===== config.mk =====
export PLATFORM = sky130hd
export DESIGN_NAME = usb_tx_ep_sched_flat
export DESIGN_NICKNAME = d
export VERILOG_FILES = /design/src/rtl/usb_tx_ep_sched_if.sv /design/src/rtl/usb_tx_ep_sched.sv /design/src/flat_wrapper.sv
export SDC_FILE = /design/constraint.sdc
export NUM_CORES = 1
export LEC_CHECK = 0
export ABC_AREA = 1
export BUFFER_PORTS_ARGS = -buffer_cell sky130_fd_sc_hd__buf_2
export CAP_MARGIN = 10
export CORE_ASPECT_RATIO = 1.2
export CORE_UTILIZATION = 50
export DETAILED_ROUTE_END_ITERATION = 12
export PLACE_DENSITY = 0.79
export SLEW_MARGIN = 40
export SYNTH_ARGS = -nofsm -noshare
export SYNTH_HDL_FRONTEND = slang
export SYNTH_SLANG_ARGS = --single-unit
export TNS_END_PERCENT = 1

===== constraint.sdc =====
create_clock -name clk_i -period 6.8 [get_ports clk_i]
set_clock_uncertainty 0.15 [all_clocks]
set_input_delay 1.36 -clock clk_i [delete_from_list [all_inputs] [get_ports clk_i]]
set_output_delay 1.36 -clock clk_i [all_outputs]
set_load 0.05 [all_outputs]

===== src/rtl/usb_tx_ep_sched_if.sv =====
// Core transmit port plus the three endpoint TX FIFO ports of the IN scheduler.
// The scheduler uses the slave modport; the core/FIFO side uses master.
interface usb_tx_ep_sched_if #(
    parameter int CNT_W = 11
);
    logic [3:0]             endpt_i;
    logic                   txact_i;
    logic                   txpop_i;
    logic                   ack_received_i;
    logic                   ack_tout_i;
    logic [3*(CNT_W+1)-1:0] ep_rnum_i;
    logic [2:0]             ep_rempty_i;
    logic [2:0]             ep_ena_i;
    logic [2:0]             ep_eot_i;
    logic [2:0]             ep_rena_o;
    logic [1:0]             sel_o;
    logic                   txcork_o;
    logic [11:0]            txdat_len_o;
    logic [2:0]             pkt_done_o;
    logic [2:0]             pkt_err_o;

    modport slave (
        input  endpt_i, txact_i, txpop_i, ack_received_i, ack_tout_i,
        input  ep_rnum_i, ep_rempty_i, ep_ena_i, ep_eot_i,
        output ep_rena_o, sel_o, txcork_o, txdat_len_o, pkt_done_o, pkt_err_o
    );

    modport master (
        output endpt_i, txact_i, txpop_i, ack_received_i, ack_tout_i,
        output ep_rnum_i, ep_rempty_i, ep_ena_i, ep_eot_i,
        input  ep_rena_o, sel_o, txcork_o, txdat_len_o, pkt_done_o, pkt_err_o
    );
endinterface


===== src/rtl/usb_tx_ep_sched.sv =====
// IN-transfer scheduler: corks/uncorks the USB core per polled endpoint slot and routes pops.
// Optional zero-length-packet follow-up is enabled with `define USB_TX_ZLP_EN.
module usb_tx_ep_sched #(
    parameter logic [3:0]  EP0_NUM = 4'd0,
    parameter logic [3:0]  EP1_NUM = 4'd1,
    parameter logic [3:0]  EP2_NUM = 4'd2,
    parameter logic [11:0] MAX0    = 12'd64,
    parameter logic [11:0] MAX1    = 12'd512,
    parameter logic [11:0] MAX2    = 12'd32,
    parameter int          CNT_W   = 11
) (
    input  logic             clk_i,
    input  logic             rst_i,
    usb_tx_ep_sched_if.slave bus,
    output logic [1:0]       dbg_state
);
    localparam logic [1:0] SLOT_NONE = 2'd3;

    typedef enum logic [1:0] {
        IDLE     = 2'd0,
        SEND     = 2'd1,
        WAIT_ACK = 2'd2
    } state_t;

    state_t      state_q, state_d;
    logic        txact_q;
    logic [1:0]  act_q;
    logic [1:0]  sel_q;
    logic        cork_q;
    logic [11:0] len_out_q;
    logic [11:0] len_q;
    logic [11:0] pop_cnt;
    logic [11:0] pop_cnt_nx;
    logic        ovr_q;
    logic [15:0] wd_q;
    logic [2:0]  done_q;
    logic [2:0]  err_q;
    logic [2:0]  slot_1h;

    // Slot-indexed views padded to four entries; entry 3 is "no slot".
    logic [11:0] max_x  [4];
    logic [11:0] rnum_x [4];
    logic [3:0]  ena_x;
    logic [3:0]  rempty_x;

    logic [1:0]  lk_slot;
    logic        lk_ok;
    logic [11:0] lk_len;

    logic start, pop_ok, pop_ovr, fin_ok, fin_bad, ack_ok, ack_bad;

    assign max_x[0] = MAX0;
    assign max_x[1] = MAX1;
    assign max_x[2] = MAX2;
    assign max_x[3] = 12'd0;

    for (genvar g = 0; g < 3; g++) begin : g_rnum
        assign rnum_x[g] = 12'(bus.ep_rnum_i[g*(CNT_W+1) +: (CNT_W+1)]);
    end
    assign rnum_x[3] = 12'd0;

    assign ena_x    = {1'b0, bus.ep_ena_i};
    assign rempty_x = {1'b1, bus.ep_rempty_i};

`ifdef USB_TX_ZLP_EN
    logic [3:0] zlp_q;
    logic [3:0] eot_x;
    assign eot_x = {1'b0, bus.ep_eot_i};
`else
    logic [2:0] eot_unused;
    assign eot_unused = bus.ep_eot_i;
`endif

    always_comb begin
        lk_slot = SLOT_NONE;
        if (bus.endpt_i == EP0_NUM)      lk_slot = 2'd0;
        else if (bus.endpt_i == EP1_NUM) lk_slot = 2'd1;
        else if (bus.endpt_i == EP2_NUM) lk_slot = 2'd2;
        lk_ok  = ena_x[lk_slot] && !rempty_x[lk_slot];
        lk_len = (rnum_x[lk_slot] < max_x[lk_slot]) ? rnum_x[lk_slot] : max_x[lk_slot];
`ifdef USB_TX_ZLP_EN
        // A pending ZLP overrides the empty FIFO with a zero-length packet.
        if (zlp_q[lk_slot]) begin
            lk_ok  = ena_x[lk_slot];
            lk_len = 12'd0;
        end
`endif
    end

    // Handshake: the core raises txact_i for a whole data packet and asserts txpop_i for
    // each byte it takes; a pop is accepted (ep_rena_o) in the same cycle while the latched
    // length is not yet reached, and pops past that length are dropped and flagged.
    assign pop_cnt_nx = pop_cnt + {11'd0, pop_ok};
    assign slot_1h    = 3'b001 << act_q;

    always_comb begin
        state_d = state_q;
        start   = 1'b0;
        pop_ok  = 1'b0;
        pop_ovr = 1'b0;
        fin_ok  = 1'b0;
        fin_bad = 1'b0;
        ack_ok  = 1'b0;
        ack_bad = 1'b0;
        case (state_q)
            IDLE: begin
                if (bus.txact_i && !txact_q && sel_q != SLOT_NONE && !cork_q) begin
                    start   = 1'b1;
                    state_d = SEND;
                end
            end
            SEND: begin
                pop_ok  = bus.txpop_i && (pop_cnt != len_q);
                pop_ovr = bus.txpop_i && (pop_cnt == len_q);
                if (!bus.txact_i) begin
                    if (pop_cnt_nx == len_q && !ovr_q && !pop_ovr) begin
                        fin_ok  = 1'b1;
                        state_d = WAIT_ACK;
                    end else begin
                        fin_bad = 1'b1;
                        state_d = IDLE;
                    end
                end
            end
            WAIT_ACK: begin
                if (bus.ack_received_i) begin
                    ack_ok  = 1'b1;
                    state_d = IDLE;
                end else if (bus.ack_tout_i || wd_q == 16'hFFFF) begin
                    ack_bad = 1'b1;
                    state_d = IDLE;
                end
            end
            default: state_d = IDLE;
        endcase
    end

    always_ff @(posedge clk_i or posedge rst_i) begin
        if (rst_i) state_q <= IDLE;
        else       state_q <= state_d;
    end

    always_ff @(posedge clk_i or posedge rst_i) begin
        if (rst_i) begin
            txact_q   <= 1'b0;
            act_q     <= 2'd0;
            sel_q     <= SLOT_NONE;
            cork_q    <= 1'b1;
            len_out_q <= 12'd0;
            len_q     <= 12'd0;
            pop_cnt   <= 12'd0;
            ovr_q     <= 1'b0;
            wd_q      <= 16'd0;
            done_q    <= 3'b000;
            err_q     <= 3'b000;
        end else begin
            txact_q <= bus.txact_i;
            done_q  <= 3'b000;
            err_q   <= 3'b000;
            case (state_q)
                IDLE: begin
                    if (start) begin
                        act_q   <= sel_q;
                        len_q   <= len_out_q;
                        pop_cnt <= 12'd0;
                        ovr_q   <= 1'b0;
                    end else begin
                        cork_q    <= !lk_ok;
                        len_out_q <= lk_len;
                        sel_q     <= lk_slot;
                    end
                end
                SEND: begin
                    pop_cnt <= pop_cnt_nx;
                    wd_q    <= 16'd0;
                    if (pop_ovr) ovr_q <= 1'b1;
                    if (fin_bad) err_q <= slot_1h;
                end
                WAIT_ACK: begin
                    cork_q <= 1'b1;
                    wd_q   <= wd_q + 16'd1;
                    if (ack_ok)  done_q <= slot_1h;
                    if (ack_bad) err_q  <= slot_1h;
                end
                default: ;
            endcase
        end
    end

`ifdef USB_TX_ZLP_EN
    // A full-size packet that drained a FIFO at end of transfer owes the host a ZLP.
    always_ff @(posedge clk_i or posedge rst_i) begin
        if (rst_i) begin
            zlp_q <= 4'd0;
        end else if (ack_ok) begin
            if (zlp_q[act_q] && len_q == 12'd0)
                zlp_q[act_q] <= 1'b0;
            else if (len_q == max_x[act_q] && rempty_x[act_q] && eot_x[act_q])
                zlp_q[act_q] <= 1'b1;
        end
    end
`endif

    assign bus.ep_rena_o   = pop_ok ? slot_1h : 3'b000;
    assign bus.sel_o       = sel_q;
    assign bus.txcork_o    = cork_q;
    assign bus.txdat_len_o = len_out_q;
    assign bus.pkt_done_o  = done_q;
    assign bus.pkt_err_o   = err_q;
    assign dbg_state       = state_q;

endmodule

===== src/flat_wrapper.sv =====
// flat-port wrapper written by rule: the top's interface ports become plain ports
module usb_tx_ep_sched_flat 
#(
    parameter logic [3:0]  EP0_NUM = 4'd0,
    parameter logic [3:0]  EP1_NUM = 4'd1,
    parameter logic [3:0]  EP2_NUM = 4'd2,
    parameter logic [11:0] MAX0    = 12'd64,
    parameter logic [11:0] MAX1    = 12'd512,
    parameter logic [11:0] MAX2    = 12'd32,
    parameter int          CNT_W   = 11
)
  (clk_i, rst_i, dbg_state, bus_endpt_i, bus_txact_i, bus_txpop_i, bus_ack_received_i, bus_ack_tout_i, bus_ep_rnum_i, bus_ep_rempty_i, bus_ep_ena_i, bus_ep_eot_i, bus_ep_rena_o, bus_sel_o, bus_txcork_o, bus_txdat_len_o, bus_pkt_done_o, bus_pkt_err_o);
  usb_tx_ep_sched_if #(.CNT_W(CNT_W)) bus_i ();
  input  logic clk_i;
  input  logic rst_i;
  output logic [1:0] dbg_state;
  input wire logic [$bits(bus_i.endpt_i)-1:0] bus_endpt_i;
  input wire logic [$bits(bus_i.txact_i)-1:0] bus_txact_i;
  input wire logic [$bits(bus_i.txpop_i)-1:0] bus_txpop_i;
  input wire logic [$bits(bus_i.ack_received_i)-1:0] bus_ack_received_i;
  input wire logic [$bits(bus_i.ack_tout_i)-1:0] bus_ack_tout_i;
  input wire logic [$bits(bus_i.ep_rnum_i)-1:0] bus_ep_rnum_i;
  input wire logic [$bits(bus_i.ep_rempty_i)-1:0] bus_ep_rempty_i;
  input wire logic [$bits(bus_i.ep_ena_i)-1:0] bus_ep_ena_i;
  input wire logic [$bits(bus_i.ep_eot_i)-1:0] bus_ep_eot_i;
  output wire logic [$bits(bus_i.ep_rena_o)-1:0] bus_ep_rena_o;
  output wire logic [$bits(bus_i.sel_o)-1:0] bus_sel_o;
  output wire logic [$bits(bus_i.txcork_o)-1:0] bus_txcork_o;
  output wire logic [$bits(bus_i.txdat_len_o)-1:0] bus_txdat_len_o;
  output wire logic [$bits(bus_i.pkt_done_o)-1:0] bus_pkt_done_o;
  output wire logic [$bits(bus_i.pkt_err_o)-1:0] bus_pkt_err_o;
  assign bus_i.endpt_i = bus_endpt_i;
  assign bus_i.txact_i = bus_txact_i;
  assign bus_i.txpop_i = bus_txpop_i;
  assign bus_i.ack_received_i = bus_ack_received_i;
  assign bus_i.ack_tout_i = bus_ack_tout_i;
  assign bus_i.ep_rnum_i = bus_ep_rnum_i;
  assign bus_i.ep_rempty_i = bus_ep_rempty_i;
  assign bus_i.ep_ena_i = bus_ep_ena_i;
  assign bus_i.ep_eot_i = bus_ep_eot_i;
  assign bus_ep_rena_o = bus_i.ep_rena_o;
  assign bus_sel_o = bus_i.sel_o;
  assign bus_txcork_o = bus_i.txcork_o;
  assign bus_txdat_len_o = bus_i.txdat_len_o;
  assign bus_pkt_done_o = bus_i.pkt_done_o;
  assign bus_pkt_err_o = bus_i.pkt_err_o;
  usb_tx_ep_sched #(.EP0_NUM(EP0_NUM), .EP1_NUM(EP1_NUM), .EP2_NUM(EP2_NUM), .MAX0(MAX0), .MAX1(MAX1), .MAX2(MAX2), .CNT_W(CNT_W)) u_core (.clk_i(clk_i), .rst_i(rst_i), .bus(bus_i), .dbg_state(dbg_state));
endmodule

==> impl_summary.txt <==
----------------------------------------------------
[GRT]
  Antenna violations before repair ... 0
  Global-route wire length before repair ... approximately 16,000 um
  Met3 usage in global routing ... 0.0481
  Met1 routing resource usage after global routing ... 0.280
  Pin count of the biggest net entering global routing ... 68
  GRT Residual Overflow ... 0
  GR Util met2 ... 0.410
  GR peak layer ... met2
  Via count of the first global-routing pass ... 3,691
  Overall track demand over capacity in global routing ... 0.237

[Critical path]
  Slowest-stage cell, CP ... sky130_fd_sc_hd__buf_2
  Category of the most critical setup path ... input pin to primary output
  Count of buffering cells on the critical path with inverters included ... 2
  Reg-to-reg startpoint ... u_core.pop_cnt[7]
  Crit path arrival time ... 2.02 ns
  Required time worst endpoint ... 5.29 ns
  Cell repeated most along the worst path ... sky130_fd_sc_hd__buf_2
  Kind of start point of the critical path ... input pin
  Cell Chain, Critical Path ... buf_2 > nand3_1 > nor2_1 > buf_2
  Crit-path max FO ... 4
  Critical Path End Type ... primary output
  Stage delay of the slowest cell on the critical path ... 0.28 ns
  Cell type group with the largest total delay on the critical path ... buffers and inverters
  Launch point of the worst path ... bus_txpop_i

[Placement]
  Routability cong. ... 0.885
  Setup Slack @ Placement ... 3.16 ns
  Placed standard-cell area ... 4420 um2
  Post-DP HPWL ... around 7100 um
  # port buffers ... 77

[Synthesis]
  Cell with the most instances after synthesis ... sky130_fd_sc_hd__nand2_1
  Largest cells by area after synthesis ... sky130_fd_sc_hd__dfrtp_1, sky130_fd_sc_hd__nand2_1, sky130_fd_sc_hd__inv_1
  Ys Warns ... 0
  Synthesized instance count ... 541
  EDFF count, synth ... 0
  Post-synth cell types ... 38
  Netlist area before placement ... between 3000 and 4000 um2
  Commonest cells post-synth ... sky130_fd_sc_hd__nand2_1, sky130_fd_sc_hd__inv_1, sky130_fd_sc_hd__dfrtp_1, sky130_fd_sc_hd__nor2_1, sky130_fd_sc_hd__nand3_1
  Asr flop ratio synth ... 1.00
  Mean cell area of the mapped netlist ... about 7.3 um2
  Synth Register Bits ... 67
  Cell type contributing the most total cell area after synthesis ... sky130_fd_sc_hd__dfrtp_1
  Post-Syn Nets ... 604
  Leading register cell type out of synthesis ... sky130_fd_sc_hd__dfrtp_1
  Sequential element share of the synthesized area ... 0.425
  Post-synth top area share ... 0.405

[CTS]
  Library cell used as clock root buffer ... sky130_fd_sc_hd__clkbuf_8
  Number of gates given a new drive strength after cts ... 0
  Num Clock Sinks ... 67
  Post-CTS clock slew at the launch and capture registers of the worst setup and hold paths ... approximately 0.07 ns
  Level count of the clock H-tree ... 3
  CTS max path bufs ... 2
  CTS Buf Count ... 9
  Clock tree from TritonCTS ... done
  Latest clock arrival within the worst-skew pair ... 0.35 ns
  Number of buffers inserted for hold repair after clock tree synthesis ... 0
  Post-CTS repair timing setup buffer count ... 0

[Status]
  Status ... completed

[Floorplan]
  Height of the die ... 99.4 um
  Core region area ... 7660 um2
  Die width ... 83.2 um
  Die area ... 8270 um2
  Starting Density ... 0.516
  Std-Cell Rows ... 35
  IO Pins ... 81

[Power and ir drop]
  Worst vdd ir ... 173 uV
  Static Leak ... 2.39 nW
  Pwr per Cell Area ... 318 nW/um2

[Routing]
  Iter 0 DRT Violations ... 268
  Via count normalized by instance count ... ~5.3
  Detailed-route wire length per cell ... between 10 and 15 um
  Vias ... 3,831
  First-pass detailed-route iteration total ... 5
  Post-detailed-route DRC marker count ... 0
  Remaining antenna violation count ... 0
  Detailed-route wire length ... 9390 um

[Layout]
  Fill cell instance count of the final layout ... about 670
  Number of nets in the layout ... 684
  Final Core Density ... 0.604
  Fraction of layout cells with a size suffix above 1 ... 0.193
  Count of inserted antenna diode cells ... 0
  Area growth from synthesis to layout ... 17.0%
  Design Area, Final ... 4630 um2

[Min path]
  Hold/Removal Path Class ... flop to flop
  HP Start ... u_core.bus.txcork_o

[Timing]
  Transition at the pin with the smallest max-transition slack ... 0.654 ns
  Max-slew violation count ... 0
  Worst-case headroom to the max-slew limit ... 0.564
  Minimum clock period after layout ... 3.53 ns
  Highest Clock Rate ... 284 MHz
  Final setup violation count ... 0
  Final critical-path share of the clock period ... 0.519
  Final hold slack ... ~0.36 ns
  Final Hold Viols ... 0
  Setup TNS ... 0 ns
  Setup repair after global routing missed its margin ... no
  Setup WS post-layout ... 3.27 ns

[Flow run]
  Maximum capacitance violations ... 0

----------------------------------------------------
[report_power, final]
| part | leakage, nW | internal, mW | switching, mW |
|---|---|---|---|
| Clock | 0.106 | 0.189 | 0.150 |
| Combinational | 1.38 | 0.173 | 0.422 |
| Sequential | 0.902 | 0.475 | 0.0621 |
[sequential cells by signal, indices dropped and copies added, names as in the netlist]
register / count
u_core.bus.sel_o: 2
u_core.bus.txdat_len_o: 12
u_core.bus.pkt_done_o: 3
u_core.dbg_state: 2
u_core.ovr_q: 1
u_core.act_q: 2
u_core.txact_q: 1
u_core.wd_q: 16
u_core.bus.txcork_o: 1
u_core.pop_cnt: 12
u_core.bus.pkt_err_o: 3
u_core.len_q: 12
[worst reg2reg max path, stage by stage, from the launching register on]
cell and delay, ns:
sky130_fd_sc_hd__dfrtp_1 0.43, sky130_fd_sc_hd__inv_2 0.09, sky130_fd_sc_hd__nand2_1 0.07, sky130_fd_sc_hd__and2_1 0.17, sky130_fd_sc_hd__nand2_1 0.06, sky130_fd_sc_hd__nor2_1 0.04
sky130_fd_sc_hd__nand3_1 0.10, sky130_fd_sc_hd__nand3_1 0.15, sky130_fd_sc_hd__inv_1 0.10, sky130_fd_sc_hd__ha_1 0.27, sky130_fd_sc_hd__ha_1 0.29, sky130_fd_sc_hd__nand2_1 0.15
sky130_fd_sc_hd__nor2_4 0.17, sky130_fd_sc_hd__nand3b_1 0.15, sky130_fd_sc_hd__xor2_1 0.18, sky130_fd_sc_hd__nand3_1 0.09, sky130_fd_sc_hd__nor2_1 0.11, sky130_fd_sc_hd__nand2_1 0.11
sky130_fd_sc_hd__nand2_1 0.12, sky130_fd_sc_hd__a21oi_1 0.07
[kinds of logic (layout without fill, tap and decap cells)]
kind of cell               count (synthesis)  in the layout  share of synthesized area
AOI/OAI and AO/OA                         75             75                      0.107
buffers and inverters                     86            171                     0.0848
xor gates and xnor gates                  16             16                     0.0354
adders and majority gates                  8              8                     0.0253
DFF                                       67             67                      0.425
and+or+nand+nor                          289            289                      0.322
[per-layer routing]
metal	wire, um	vias to the layer above	part of all wire
met4	335	0	0.036
met2	4640	146	0.49
met5	0	-	0
met3	491	29	0.052
met1	3920	1761	0.42
li1	-	1895	-
[through the flow]
| stage | instances | power (mW) |
|---|---|---|
| floorplan | 541 | 0.982 |
| global placement | 702 | 1.11 |
| detailed placement | 702 | 1.13 |
| CTS | 718 | 1.47 |
| global route | 718 | 1.57 |
| finish | 718 | 1.47 |
[path summary, 6_finish.rpt]
| path | end | slack, ns | depth (start not counted) |
|---|---|---|---|
| setup / recovery | bus_ep_rena_o[0] | 3.27 | 4 |
| hold / removal | u_core.bus.txcork_o | 0.36 | 2 |
| setup reg to reg | u_core.bus.pkt_err_o[2] | 3.62 | 19 |
| hold reg to reg | u_core.bus.txcork_o | 0.36 | 2 |
| max in group asynchronous | u_core.pop_cnt[3] | 5.06 | 3 |
| min in group asynchronous | u_core.bus.pkt_done_o[1] | 0.99 | 3 |
[layout make-up]
type,instances,area [um2],area share
multi-input cells,388,1940,0.419
flip-flops and latches,67,1680,0.363
repair buffers,79,404,0.0873
inverters,76,285,0.0616
clock buffers,12,155,0.0335
well taps,92,115,0.0249
clock inverters,4,48.8,0.0105
[layout by cell type (no fill, tap or decap), types with 4 or more instances in the layout]
cell | netlist | final
sky130_fd_sc_hd__a21oi_1 | 18 | 18
sky130_fd_sc_hd__buf_2 | 1 | 77
sky130_fd_sc_hd__clkbuf_8 | 0 | 11
sky130_fd_sc_hd__dfrtp_1 | 64 | 64
sky130_fd_sc_hd__ha_1 | 8 | 8
sky130_fd_sc_hd__inv_1 | 69 | 68
sky130_fd_sc_hd__inv_2 | 7 | 8
sky130_fd_sc_hd__nand2_1 | 164 | 164
sky130_fd_sc_hd__nand2_2 | 4 | 4
sky130_fd_sc_hd__nand3_1 | 41 | 41
sky130_fd_sc_hd__nand4_1 | 10 | 10
sky130_fd_sc_hd__nor2_1 | 49 | 49
sky130_fd_sc_hd__o21ai_0 | 25 | 25
sky130_fd_sc_hd__o21ai_1 | 8 | 8
sky130_fd_sc_hd__o22ai_1 | 11 | 11
sky130_fd_sc_hd__xnor2_1 | 6 | 6
sky130_fd_sc_hd__xor2_1 | 10 | 10
Power figures use the tool's default switching activity.
